`src/rtl/mem_port_arbiter.sv`:
```
// rtl/mem_port_arbiter.sv - two-requester (IFU/LSU) arbiter for a single req/gnt memory port
//
// Optional feature macro: MEM_ARB_RR_EN (round-robin on contention; default is LSU-first).
//
// Ports:
//   clk_i, rst_i                      clock (rising edge), asynchronous active-low reset
//   ifu_req_i/ifu_addr_i              fetch request, held until ifu_gnt_o
//   ifu_gnt_o                         fetch accepted (combinational, IDLE only)
//   ifu_rvalid_o/ifu_rdata_o          fetch response pulse and held data
//   lsu_req_i/we/addr/wdata/be        load/store request, held until lsu_gnt_o
//   lsu_gnt_o                         load/store accepted (combinational, IDLE only)
//   lsu_rvalid_o/lsu_rdata_o          load data / store ack pulse and held data
//   mem_req_o/we/addr/wdata/be        registered memory request, held until mem_gnt_i
//   mem_gnt_i/mem_rvalid_i/mem_rdata_i memory accept, response valid and data
//   busy_o                            a transaction is outstanding
module mem_port_arbiter #(
  parameter int ADDR_W = 32,
  parameter int DATA_W = 32
) (
  input  logic                clk_i,
  input  logic                rst_i,
  input  logic                ifu_req_i,
  input  logic [ADDR_W-1:0]   ifu_addr_i,
  output logic                ifu_gnt_o,
  output logic                ifu_rvalid_o,
  output logic [DATA_W-1:0]   ifu_rdata_o,
  input  logic                lsu_req_i,
  input  logic                lsu_we_i,
  input  logic [ADDR_W-1:0]   lsu_addr_i,
  input  logic [DATA_W-1:0]   lsu_wdata_i,
  input  logic [DATA_W/8-1:0] lsu_be_i,
  output logic                lsu_gnt_o,
  output logic                lsu_rvalid_o,
  output logic [DATA_W-1:0]   lsu_rdata_o,
  output logic                mem_req_o,
  output logic                mem_we_o,
  output logic [ADDR_W-1:0]   mem_addr_o,
  output logic [DATA_W-1:0]   mem_wdata_o,
  output logic [DATA_W/8-1:0] mem_be_o,
  input  logic                mem_gnt_i,
  input  logic                mem_rvalid_i,
  input  logic [DATA_W-1:0]   mem_rdata_i,
  output logic                busy_o
);

  localparam int BE_W = DATA_W / 8;

  typedef enum logic [1:0] {
    ST_IDLE = 2'd0,
    ST_REQ  = 2'd1,
    ST_RESP = 2'd2
  } state_e;

  state_e            state_q, state_d;
  logic              busy_q, busy_d;
  logic              mem_req_q, mem_req_d;
  logic              mem_we_q, mem_we_d;
  logic [ADDR_W-1:0] mem_addr_q, mem_addr_d;
  logic [DATA_W-1:0] mem_wdata_q, mem_wdata_d;
  logic [BE_W-1:0]   mem_be_q, mem_be_d;
  logic              owner_lsu_q, owner_lsu_d;
  logic              ifu_rvalid_q, ifu_rvalid_d;
  logic              lsu_rvalid_q, lsu_rvalid_d;
  logic [DATA_W-1:0] ifu_rdata_q, ifu_rdata_d;
  logic [DATA_W-1:0] lsu_rdata_q, lsu_rdata_d;

  logic idle_ok;
  logic lsu_first;
  logic lsu_win;
  logic ifu_win;
  logic done;

  // Grants are only offered in IDLE, and never while reset is held so the
  // handshake outputs read 0 immediately on reset assertion.
  assign idle_ok = (state_q == ST_IDLE) && rst_i;

`ifdef MEM_ARB_RR_EN
  logic last_lsu_q, last_lsu_d;

  // On contention the requester that did not win last time goes first.
  assign lsu_first = ~last_lsu_q;

  always_comb begin
    last_lsu_d = last_lsu_q;
    if (lsu_win || ifu_win) begin
      last_lsu_d = lsu_win;
    end
  end
`else
  assign lsu_first = 1'b1;
`endif

  assign lsu_win = idle_ok && lsu_req_i && (!ifu_req_i || lsu_first);
  assign ifu_win = idle_ok && ifu_req_i && !lsu_win;

  // A response completes either together with the memory accept or later in RESP;
  // rvalid in IDLE or in REQ without the accept never matches here.
  assign done = ((state_q == ST_REQ) && mem_gnt_i && mem_rvalid_i) ||
                ((state_q == ST_RESP) && mem_rvalid_i);

  always_comb begin
    state_d      = state_q;
    busy_d       = busy_q;
    mem_req_d    = mem_req_q;
    mem_we_d     = mem_we_q;
    mem_addr_d   = mem_addr_q;
    mem_wdata_d  = mem_wdata_q;
    mem_be_d     = mem_be_q;
    owner_lsu_d  = owner_lsu_q;
    ifu_rvalid_d = 1'b0;
    lsu_rvalid_d = 1'b0;
    ifu_rdata_d  = ifu_rdata_q;
    lsu_rdata_d  = lsu_rdata_q;

    case (state_q)
      ST_IDLE: begin
        if (lsu_win) begin
          state_d     = ST_REQ;
          busy_d      = 1'b1;
          mem_req_d   = 1'b1;
          owner_lsu_d = 1'b1;
          mem_addr_d  = lsu_addr_i;
          mem_we_d    = lsu_we_i;
          mem_wdata_d = lsu_wdata_i;
          // Loads always request the full word.
          mem_be_d    = lsu_we_i ? lsu_be_i : {BE_W{1'b1}};
        end else if (ifu_win) begin
          state_d     = ST_REQ;
          busy_d      = 1'b1;
          mem_req_d   = 1'b1;
          owner_lsu_d = 1'b0;
          mem_addr_d  = ifu_addr_i;
          mem_we_d    = 1'b0;
          mem_wdata_d = '0;
          mem_be_d    = {BE_W{1'b1}};
        end
      end
      ST_REQ: begin
        if (mem_gnt_i) begin
          mem_req_d = 1'b0;
          state_d   = ST_RESP;
        end
      end
      ST_RESP: begin
        mem_req_d = 1'b0;
      end
      default: begin
        state_d   = ST_IDLE;
        busy_d    = 1'b0;
        mem_req_d = 1'b0;
      end
    endcase

    if (done) begin
      state_d = ST_IDLE;
      busy_d  = 1'b0;
      if (owner_lsu_q) begin
        lsu_rvalid_d = 1'b1;
        lsu_rdata_d  = mem_rdata_i;
      end else begin
        ifu_rvalid_d = 1'b1;
        ifu_rdata_d  = mem_rdata_i;
      end
    end
  end

  always_ff @(posedge clk_i or negedge rst_i) begin
    if (!rst_i) begin
      state_q      <= ST_IDLE;
      busy_q       <= 1'b0;
      mem_req_q    <= 1'b0;
      mem_we_q     <= 1'b0;
      mem_addr_q   <= '0;
      mem_wdata_q  <= '0;
      mem_be_q     <= '0;
      owner_lsu_q  <= 1'b0;
      ifu_rvalid_q <= 1'b0;
      lsu_rvalid_q <= 1'b0;
      ifu_rdata_q  <= '0;
      lsu_rdata_q  <= '0;
`ifdef MEM_ARB_RR_EN
      last_lsu_q   <= 1'b0;
`endif
    end else begin
      state_q      <= state_d;
      busy_q       <= busy_d;
      mem_req_q    <= mem_req_d;
      mem_we_q     <= mem_we_d;
      mem_addr_q   <= mem_addr_d;
      mem_wdata_q  <= mem_wdata_d;
      mem_be_q     <= mem_be_d;
      owner_lsu_q  <= owner_lsu_d;
      ifu_rvalid_q <= ifu_rvalid_d;
      lsu_rvalid_q <= lsu_rvalid_d;
      ifu_rdata_q  <= ifu_rdata_d;
      lsu_rdata_q  <= lsu_rdata_d;
`ifdef MEM_ARB_RR_EN
      last_lsu_q   <= last_lsu_d;
`endif
    end
  end

  assign ifu_gnt_o    = ifu_win;
  assign lsu_gnt_o    = lsu_win;
  assign ifu_rvalid_o = ifu_rvalid_q;
  assign lsu_rvalid_o = lsu_rvalid_q;
  assign ifu_rdata_o  = ifu_rdata_q;
  assign lsu_rdata_o  = lsu_rdata_q;
  assign mem_req_o    = mem_req_q;
  assign mem_we_o     = mem_we_q;
  assign mem_addr_o   = mem_addr_q;
  assign mem_wdata_o  = mem_wdata_q;
  assign mem_be_o     = mem_be_q;
  assign busy_o       = busy_q;

endmodule

```
`config.mk`:
```
export PLATFORM = sky130hd
export DESIGN_NAME = mem_port_arbiter
export DESIGN_NICKNAME = d
export VERILOG_FILES = /design/src/rtl/mem_port_arbiter.sv
export SDC_FILE = /design/constraint.sdc
export NUM_CORES = 1
export LEC_CHECK = 0
export CORE_ASPECT_RATIO = 1.5
export CORE_MARGIN = 3
export CORE_UTILIZATION = 37
export DETAILED_ROUTE_END_ITERATION = 16
export PLACE_DENSITY = 0.77
export SKIP_CTS_REPAIR_TIMING = 1
export SYNTH_ARGS = -nofsm -noshare
export SYNTH_HDL_FRONTEND = slang
export SYNTH_SLANG_ARGS = --single-unit
```
`constraint.sdc`:
```
create_clock -name clk_i -period 1.7 [get_ports clk_i]
set_input_delay 0.34 -clock clk_i [delete_from_list [all_inputs] [get_ports clk_i]]
set_output_delay 0.34 -clock clk_i [all_outputs]
set_load 0.02 [all_outputs]
```
==> Word-level counts from Yosys, hierarchy flattened <==
Index checks and enable logic that the tools add are counted.
Widths: inputs -> output; s select.
{ "classes": {"eq_ne": 8, "n_mux": 25, "bitwise_logic": 1, "n_reduce_logical": 18} }
{ "ops": {"columns": ["op", "n"], "rows": [
  ["$mux 32", 4],
  ["$mux 4", 3],
  ["$mux 1", 11],
  ["$reduce_and 2->1", 5],
  ["$mux 2", 4],
  ["$logic_and 1x1->1", 7],
  ["$ne 3x3->1 const B", 2],
  ["$pmux 2 s3", 1],
  ["$ne 2x2->1 const B", 2],
  ["$ne 4x4->1 const B", 1],
  ["$pmux 1 s2", 2],
  ["$reduce_and 3->1", 1],
  ["$eq 2x1->1 const B", 1],
  ["$eq 2x2->1 const B", 1],
  ["$logic_not 2->1", 1],
  ["$ne 2x1->1 const B", 1],
  ["$reduce_bool 2->1", 1],
  ["$reduce_or 2->1", 1],
  ["$logic_not 1->1", 1],
  ["$logic_or 1x1->1", 1],
  ["$not 1->1", 1]
]} }
{ "word_totals": {"ff_bits": 140, "inputBits": 139, "output_inout_bits": 139} }

==> Longest topological paths before layout <==
Gate-level depths: netlist of run 1.
{ "logic_depth": {"ltp_word": 9, "ltp_mapped": 8} }

==> Worst setup path before layout of run 1 <==
No wires, ideal clock.
{ "synth_timing": {"path_type": "register to register", "start": "reg state_q[1]", "end": "reg ifu_rdata_q[10] (netlist: ifu_rdata_o[10])", "setup_ps": 125, "t_arrival_ps": 1575, "t_required_ps": 1575, "setup_slack_ps": 0, "path_stages_with_launch": 8, "path_buffers": 2, "period_less_slack_ps": 1700, "path_cell_list": "dfrtp_1 -> inv_1 -> ha_1 -> a21o_1 -> and3b_1 -> buf_6 -> buf_6 -> mux2_4"} }
{ "synth_via": {"elab_chain_cells": 5, "word_cells_on_any_way": 7, "classes_between": "eq/ne: 2; reduce/logical: 5"} }
{ "synth_lines": {"columns": ["element", "line", "source"], "rows": [
  ["start, declared", "54", "state_e state_q, state_d;"],
  ["start signal, assigned", "185", "state_q <= state_d;"],
  ["$eq 2x1->1", "98", "assign done = ((state_q == ST_REQ) && mem_gnt_i && mem_rvalid_i) ||"],
  ["$logic_and 1x1->1 (2 in series)", "98", null],
  ["$logic_or 1x1->1 (*)", "98", null],
  ["$reduce_and 2->1 (no source line) (*)", null, null],
  ["end signal, assigned", "195", "ifu_rdata_q <= ifu_rdata_d;"],
  ["end, declared", "64", "logic [DATA_W-1:0] ifu_rdata_q, ifu_rdata_d;"]
]} }
Mark *: on every way between the ends. The rest lies on a longest branch, timed or not.
A chain may end at the register's enable or synchronous reset.

==> Final worst setup path of run 1 <==
{ "layout_timing": {"start": "reg state_q[1]", "end": "reg ifu_rdata_q[11] (netlist: ifu_rdata_o[11])"} }
The elaborated chain is that of the path after synthesis.

==> results of run 1 <==
## power by group through the flow
| stage | Sequential (mW) | Clock [mW] | Combinational, mW |
|---|---|---|---|
| floorplan | 7.60 | 0 | 2.42 |
| global placement | 5.79 | 0 | 8.46 |
| detailed placement | 5.82 | 0 | 8.67 |
| CTS | 5.80 | 3.78 | 8.69 |
| global route | 5.98 | 3.95 | 9.55 |
| finish | 5.79 | 3.70 | 9.07 |
## worst paths after layout
kind / end / startpoint / cells past startpoint
setup reg to reg: ifu_rdata_o[11] / state_q[1] / 7
min in group clk_i: owner_lsu_q / rst_i / 5
hold reg to reg: mem_we_o / mem_we_o / 2
hold / removal: mem_be_o[3] / rst_i / 3
setup / recovery: ifu_rdata_o[11] / state_q[1] / 7
max in group asynchronous: lsu_rdata_o[22] / rst_i / 3
## worst max-delay path: stages (launching register included)
cell	delay (ns)
dfrtp_1	0.39
inv_2	0.10
buf_6	0.11
ha_4	0.12
a21o_1	0.16
and3b_4	0.35
clkbuf_16	0.20
mux2_4	0.30
## registers in the layout, indices dropped and copies added, names as in the netlist
register      cells
ifu_rdata_o      32
lsu_rdata_o      32
mem_addr_o       32
mem_wdata_o      32
mem_be_o          4
state_q           2
busy_o            1
ifu_rvalid_o      1
lsu_rvalid_o      1
mem_req_o         1
mem_we_o          1
owner_lsu_q       1
## cell type report
type                       count  area (sq um)  share of cell area [%]
sequential                   140          3500                    34.3
inverter                       5          18.8                   0.184
multi-input combinational    263          2170                    21.2
clock buffer                  18           429                    4.20
tap                          196           245                    2.40
timing repair buffer         319          3690                    36.1
clock inverter                14           158                    1.54
## layout by cell type (no fill, tap or decap), types with 2 or more instances in the layout
master and n:
a21oi_1 2, a22o_1 32, a31oi_1 32, buf_12 9, buf_4 20, buf_6 9, bufinv_16 2, clkbuf_16 24
clkdlybuf4s50_1 137, clkinv_2 2, clkinv_4 2, clkinvlp_4 2, dfrtp_1 140, dlymetal6s2s_1 137, ha_4 3, inv_1 2
inv_2 3, inv_6 5, mux2_4 64, nand2_1 69, nor2_1 36, nor2b_1 2, o22a_1 5
## logic make-up after synthesis
group                    count (synthesis)  share of synthesized area, %
flip-flops                             140                          62.2
AND/OR/NAND/NOR                        117                          8.59
AO/OA/AOI/OAI                           78                          10.6
multiplexers                            64                          14.7
buffers and inverters                   33                          3.06
adder cells (fa/ha/maj)                  4                         0.888
## metal layers
metal	wire length, um	part of all wire (%)	global-route usage (%)
met2	9580	54	33.4
met3	1110	6.3	6.20
met1	6620	37	20.8
met4	461	2.6	8.17
met5	0	0	0
## per-stage QoR
| stage | power [mW] | hold WS [ns] | setup TNS [ns] | cells | util [%] |
|---|---|---|---|---|---|
| floorplan | 10.0 | 0.0444 | 0 | 436 | - |
| global placement | 14.2 | 0.463 | -23.07 | 909 | 59.7 |
| detailed placement | 14.5 | 0.473 | -27.93 | 909 | 59.7 |
| CTS | 18.3 | 0.234 | -20.76 | 941 | 63.7 |
| global route | 19.5 | 0.286 | -12.50 | 955 | 69.4 |
| finish | 18.6 | 0.239 | -7.75 | 955 | 69.4 |
==> results.ini, run 1 <==
[outcome]
status=finished, violations left
violations=negative setup slack

[yosys]
yosysMostFrequentCell=dfrtp_1
syn_inst=436
netlist_top_cells_area=dfrtp_1 (62%), mux2_4 (7.7%), mux2_2 (7.0%)
ys_ff_latch=140
ys_top_cells_by_count=dfrtp_1 (140), nand2_1 (69), nor2_1 (36)
synth_edf_count=0
yosys.area.top_type_share_pct=62.2
syn-num-nets=579
synth_area_sq_um=5640
synth_top_flop_cell=dfrtp_1
synth_top_area_cell=dfrtp_1
seq_area_frac_synth_pct=62.2
synth_area_per_cell_sq_um=12.9
yosys_warnings=0
synth.distinct_cells=32
async_reset_ff_share_pct=100

[floorplanning]
die_area_sq_um=16800
coreArea_sq_um=14700
start_util_pct=38.3
rows=54
die_y_um=157
ios=278
die_w_um=107

[finish]
antennaDiodeCount=0
layout-drive-gt1-share_pct=20.4
fillers=1051
finalNetCount=889
final_area_sq_um=10200
synthToLayoutAreaGrowth_pct=81.3

[clock_tree]
cts_tree=built
numCtsBuffers=17
cts_buffer_depth=2
root_buffer=clkbuf_16
clkTransAtPathRegs_ns=0.07
clk_latency_ns=0.41
clock-sinks=140
h-tree-depth=4

[detailed_routing]
dr.pass1.iters=4
totalWireLength_mm=17.8
drcViolationCount=0
vias=4700
ant_nets=0
wl_per_cell_um=18.6
vias_per_cell=4.92
drt_iter0_drc=157

[critical_path]
worstPathMaxFanout=6
crit_type=reg2reg
required_ns=1.99
start_kind=flop
r2r_setup_slack_ns=-0.16
worstPathArrival_ns=2.15
endpoint_kind=flop

[pwr]
internal_power_mw=11.9
power_frac_seq_pct=31.2
switching_share_pct=35.8
leakagePower_nw=5.82
powerDensity_nw_per_um2=1820
power_switching_mw=6.64
share_clk_of_total_power_pct=19.9
vdd_ir_drop_max_mv=0.824
pwr-share-comb_pct=48.9

[global_route]
grt_overflow=0
grt_usage_pct=18.9
first_global_vias=4967
antenna_found_initial=0
grt_max_degree=141
grt_pass1_wl_mm=25.1

[timing]
finalMaxSlewViolations=0
fin_crit_sh_pct=109
rsz0062_at_grt=yes
slew_headroom_pct=52.2
final_hold_viol_count=0
final.setup_skew_ns=0.0102
setup_violations=66
worst_pin_slew_ns=0.717
period_needed_ns=1.86
max_clock_freq_mhz=538
setup_slack_ns=-0.160

[place]
gp_congestion=0.752
portBuffers=277
post_dp_cell_area_sq_um=8800
dp_hpwl_mm=11.9
pre_cts_slack_ns=-0.386

[min_path]
worstHoldPathType=in2async

[flow_run]
max_cap_viol_count=0

No activity file was read; power rests on OpenSTA's default activity.
==> run 2: changes to the inputs <==
--- a/config.mk
+++ b/config.mk
@@ -5,11 +5,13 @@
 export SDC_FILE = /design/constraint.sdc
 export NUM_CORES = 1
 export LEC_CHECK = 0
+export CELL_PAD_IN_SITES_DETAIL_PLACEMENT = 1
+export CELL_PAD_IN_SITES_GLOBAL_PLACEMENT = 1
 export CORE_ASPECT_RATIO = 1.5
 export CORE_MARGIN = 3
-export CORE_UTILIZATION = 37
+export CORE_UTILIZATION = 28
 export DETAILED_ROUTE_END_ITERATION = 16
-export PLACE_DENSITY = 0.77
+export PLACE_DENSITY_LB_ADDON = 0.1
 export SKIP_CTS_REPAIR_TIMING = 1
 export SYNTH_ARGS = -nofsm -noshare
 export SYNTH_HDL_FRONTEND = slang
==> constraint.sdc (replaced) <==
create_clock -name clk_i -period 1.5 [get_ports clk_i]
set_input_delay 0.3 -clock clk_i [delete_from_list [all_inputs] [get_ports clk_i]]
set_output_delay 0.3 -clock clk_i [all_outputs]
set_load 0.02 [all_outputs]
==> results.ini, run 2 (synthesis gave the netlist of run 1 again) <==
[pwr]
power_frac_seq_pct=29.5  ; -1.7 points
share_clk_of_total_power_pct=21.0  ; +1.1 points
vdd_ir_drop_max_mv=0.916  ; +11%
finalPower_mw=22.2  ; +19%
powerDensity_nw_per_um2=2060  ; +14%
leakagePower_nw=5.99  ; +2.9%
internal_power_mw=14.3  ; +20%
switching_share_pct=35.3  ; -0.48 points
power_switching_mw=7.83  ; +18%
pwr-share-comb_pct=49.4  ; +0.5 points

[place]
dp_hpwl_mm=13.8  ; +16%
gp_congestion=0.753  ; +0.12%
portBuffers=277  ; unchanged
pre_cts_slack_ns=-0.460  ; -0.0740 ns

[detailed_routing]
drt_iter0_drc=171  ; +8.9%
drcViolationCount=0  ; unchanged
ant_nets=0  ; unchanged
vias=4895  ; +4.1%
totalWireLength_mm=22.1  ; +24%
dr.pass1.iters=4  ; unchanged
vias_per_cell=4.73  ; -3.9%
wl_per_cell_um=21.3  ; +15%

[critical_path]
r2r_setup_slack_ns=-0.33  ; -0.17 ns
worstPathMaxFanout=7  ; +1
worstPathArrival_ns=2.12  ; -0.03 ns
r2r_cells=7  ; unchanged
endpoint_kind=flop
reg2reg_from=state_q[1]
crit_type=reg2reg
required_ns=1.79  ; -0.20 ns
start_kind=flop
rr_endpoint=ifu_rdata_o[3]

[timing]
final.setup_skew_ns=0.0150  ; +0.00476 ns
period_needed_ns=1.83  ; -0.0344 ns
rsz0062_at_grt=yes
finalMaxSlewViolations=0  ; unchanged
fin_crit_sh_pct=122  ; +12 points
final.setup.tns_ns=-31.95  ; -24.20 ns
setup_slack_ns=-0.326  ; -0.166 ns
final_hold_viol_count=0  ; unchanged
max_clock_freq_mhz=548  ; +1.9%
setup_violations=144  ; +120%
worst_pin_slew_ns=0.748  ; +0.0315 ns
slew_headroom_pct=50.1  ; -2.1 points

[finish]
final_cell_mix=dfrtp_1 (140), clkdlybuf4s50_1 (137), dlymetal6s2s_1 (137)
mostFrequentLayoutCell=dfrtp_1
finalNetCount=909  ; +2.2%
layout-drive-gt1-share_pct=24.0  ; +3.6 points
synthToLayoutAreaGrowth_pct=90.6
fillers=1918  ; +82%

[clock_tree]
clk_latency_ns=0.42  ; about the same
cts_buffer_depth=2  ; unchanged
cts_tree=built
clock-sinks=140  ; unchanged
h-tree-depth=4  ; unchanged
root_buffer=clkbuf_16
clkTransAtPathRegs_ns=0.06  ; about the same
numCtsBuffers=17  ; unchanged

[outcome]
violations=negative setup slack
status=finished, violations left

[global_route]
grt_usage_pct=17.0  ; -2.0 points
grt_pass1_wl_mm=29.0  ; +15%
first_global_vias=5246  ; +5.6%
grt_overflow=0  ; unchanged
antenna_found_initial=1  ; +1
grt_max_degree=127  ; -9.9%

[floorplanning]
coreArea_sq_um=19500  ; +32%
die_area_sq_um=21900  ; +31%
die_w_um=122  ; +14%
rows=62  ; +15%
ios=278  ; unchanged
die_y_um=180  ; +14%
start_util_pct=28.9  ; -9.3 points

[flow_run]
max_cap_viol_count=0  ; unchanged

[min_path]
worstHoldPathType=in2async

[run 2: cell count changes in the layout (fill, tap and decap cells not counted), moves of 4 or more]
cell,change
clkbuf_16,+5
nor2_1,-7
mux2_4,-4
mux2_2,+4
nor2_2,+7
buf_6,+5
[run 2: worst max-delay path: stages (launching register included)]
cell       delay (ns)
dfrtp_1          0.39
inv_2            0.09
buf_6            0.11
ha_4             0.12
a21o_1           0.13
and3b_4          0.35
clkbuf_16        0.21
mux2_4           0.30
[run 2: through the flow]
step | instances | util, % | instance area [sq um] | hold slack, ns
global route | 1035 | 55.2 | 10700 | 0.344
detailed placement | 972 | 45.8 | 8930 | 0.110
CTS | 1003 | 49.2 | 9580 | -0.341
finish | 1035 | 55.2 | 10700 | 0.349
floorplan | 436 | - | 5670 | 0.00441
global placement | 972 | 45.8 | 8930 | 0.111
[run 2: layout make-up]
class	instances	area, sq um	share of cell area [%]
multi-input combinational	264	2230	20.7
inverter	5	21.3	0.198
clock inverter	12	210	1.96
antenna	1	2.50	0.0233
clock buffer	19	443	4.12
sequential	140	3500	32.6
tap	256	320	2.98
timing repair buffer	338	4020	37.4
[run 2: metal layers]
| layer | share of wire (%) | GRT usage, % | vias to the layer above |
|---|---|---|---|
| met1 | 37 | 18.8 | 2489 |
| met2 | 55 | 29.9 | 170 |
| met4 | 2.5 | 7.00 | 0 |
| met5 | 0 | 0 | - |
| li1 | - | - | 2205 |
| met3 | 5.8 | 5.16 | 31 |
[run 2: how the worst max path moves through the flow]
| stage | from | end | slack, ns | cells past startpoint |
|---|---|---|---|---|
| after CTS | state_q[0] | ifu_gnt_o | -0.89 | 5 |
| after global placement | ifu_req_i | ifu_gnt_o | -0.39 | 4 |
| after global routing | state_q[1] | ifu_rdata_o[3] | -0.38 | 7 |
| final | state_q[1] | ifu_rdata_o[3] | -0.33 | 7 |
| after floorplan | state_q[1] | ifu_rdata_o[10] | -0.16 | 7 |
| after detailed placement | lsu_req_i | mem_addr_o[29] | -0.46 | 7 |
[run 2: power groups by stage]
| stage | logic, mW | registers [mW] | clock network, mW |
|---|---|---|---|
| floorplan | 2.78 | 8.61 | 0 |
| global placement | 9.86 | 6.51 | 0 |
| detailed placement | 10.0 | 6.59 | 0 |
| CTS | 10.1 | 6.56 | 4.79 |
| global route | 11.6 | 6.79 | 4.98 |
| finish | 11.0 | 6.55 | 4.66 |
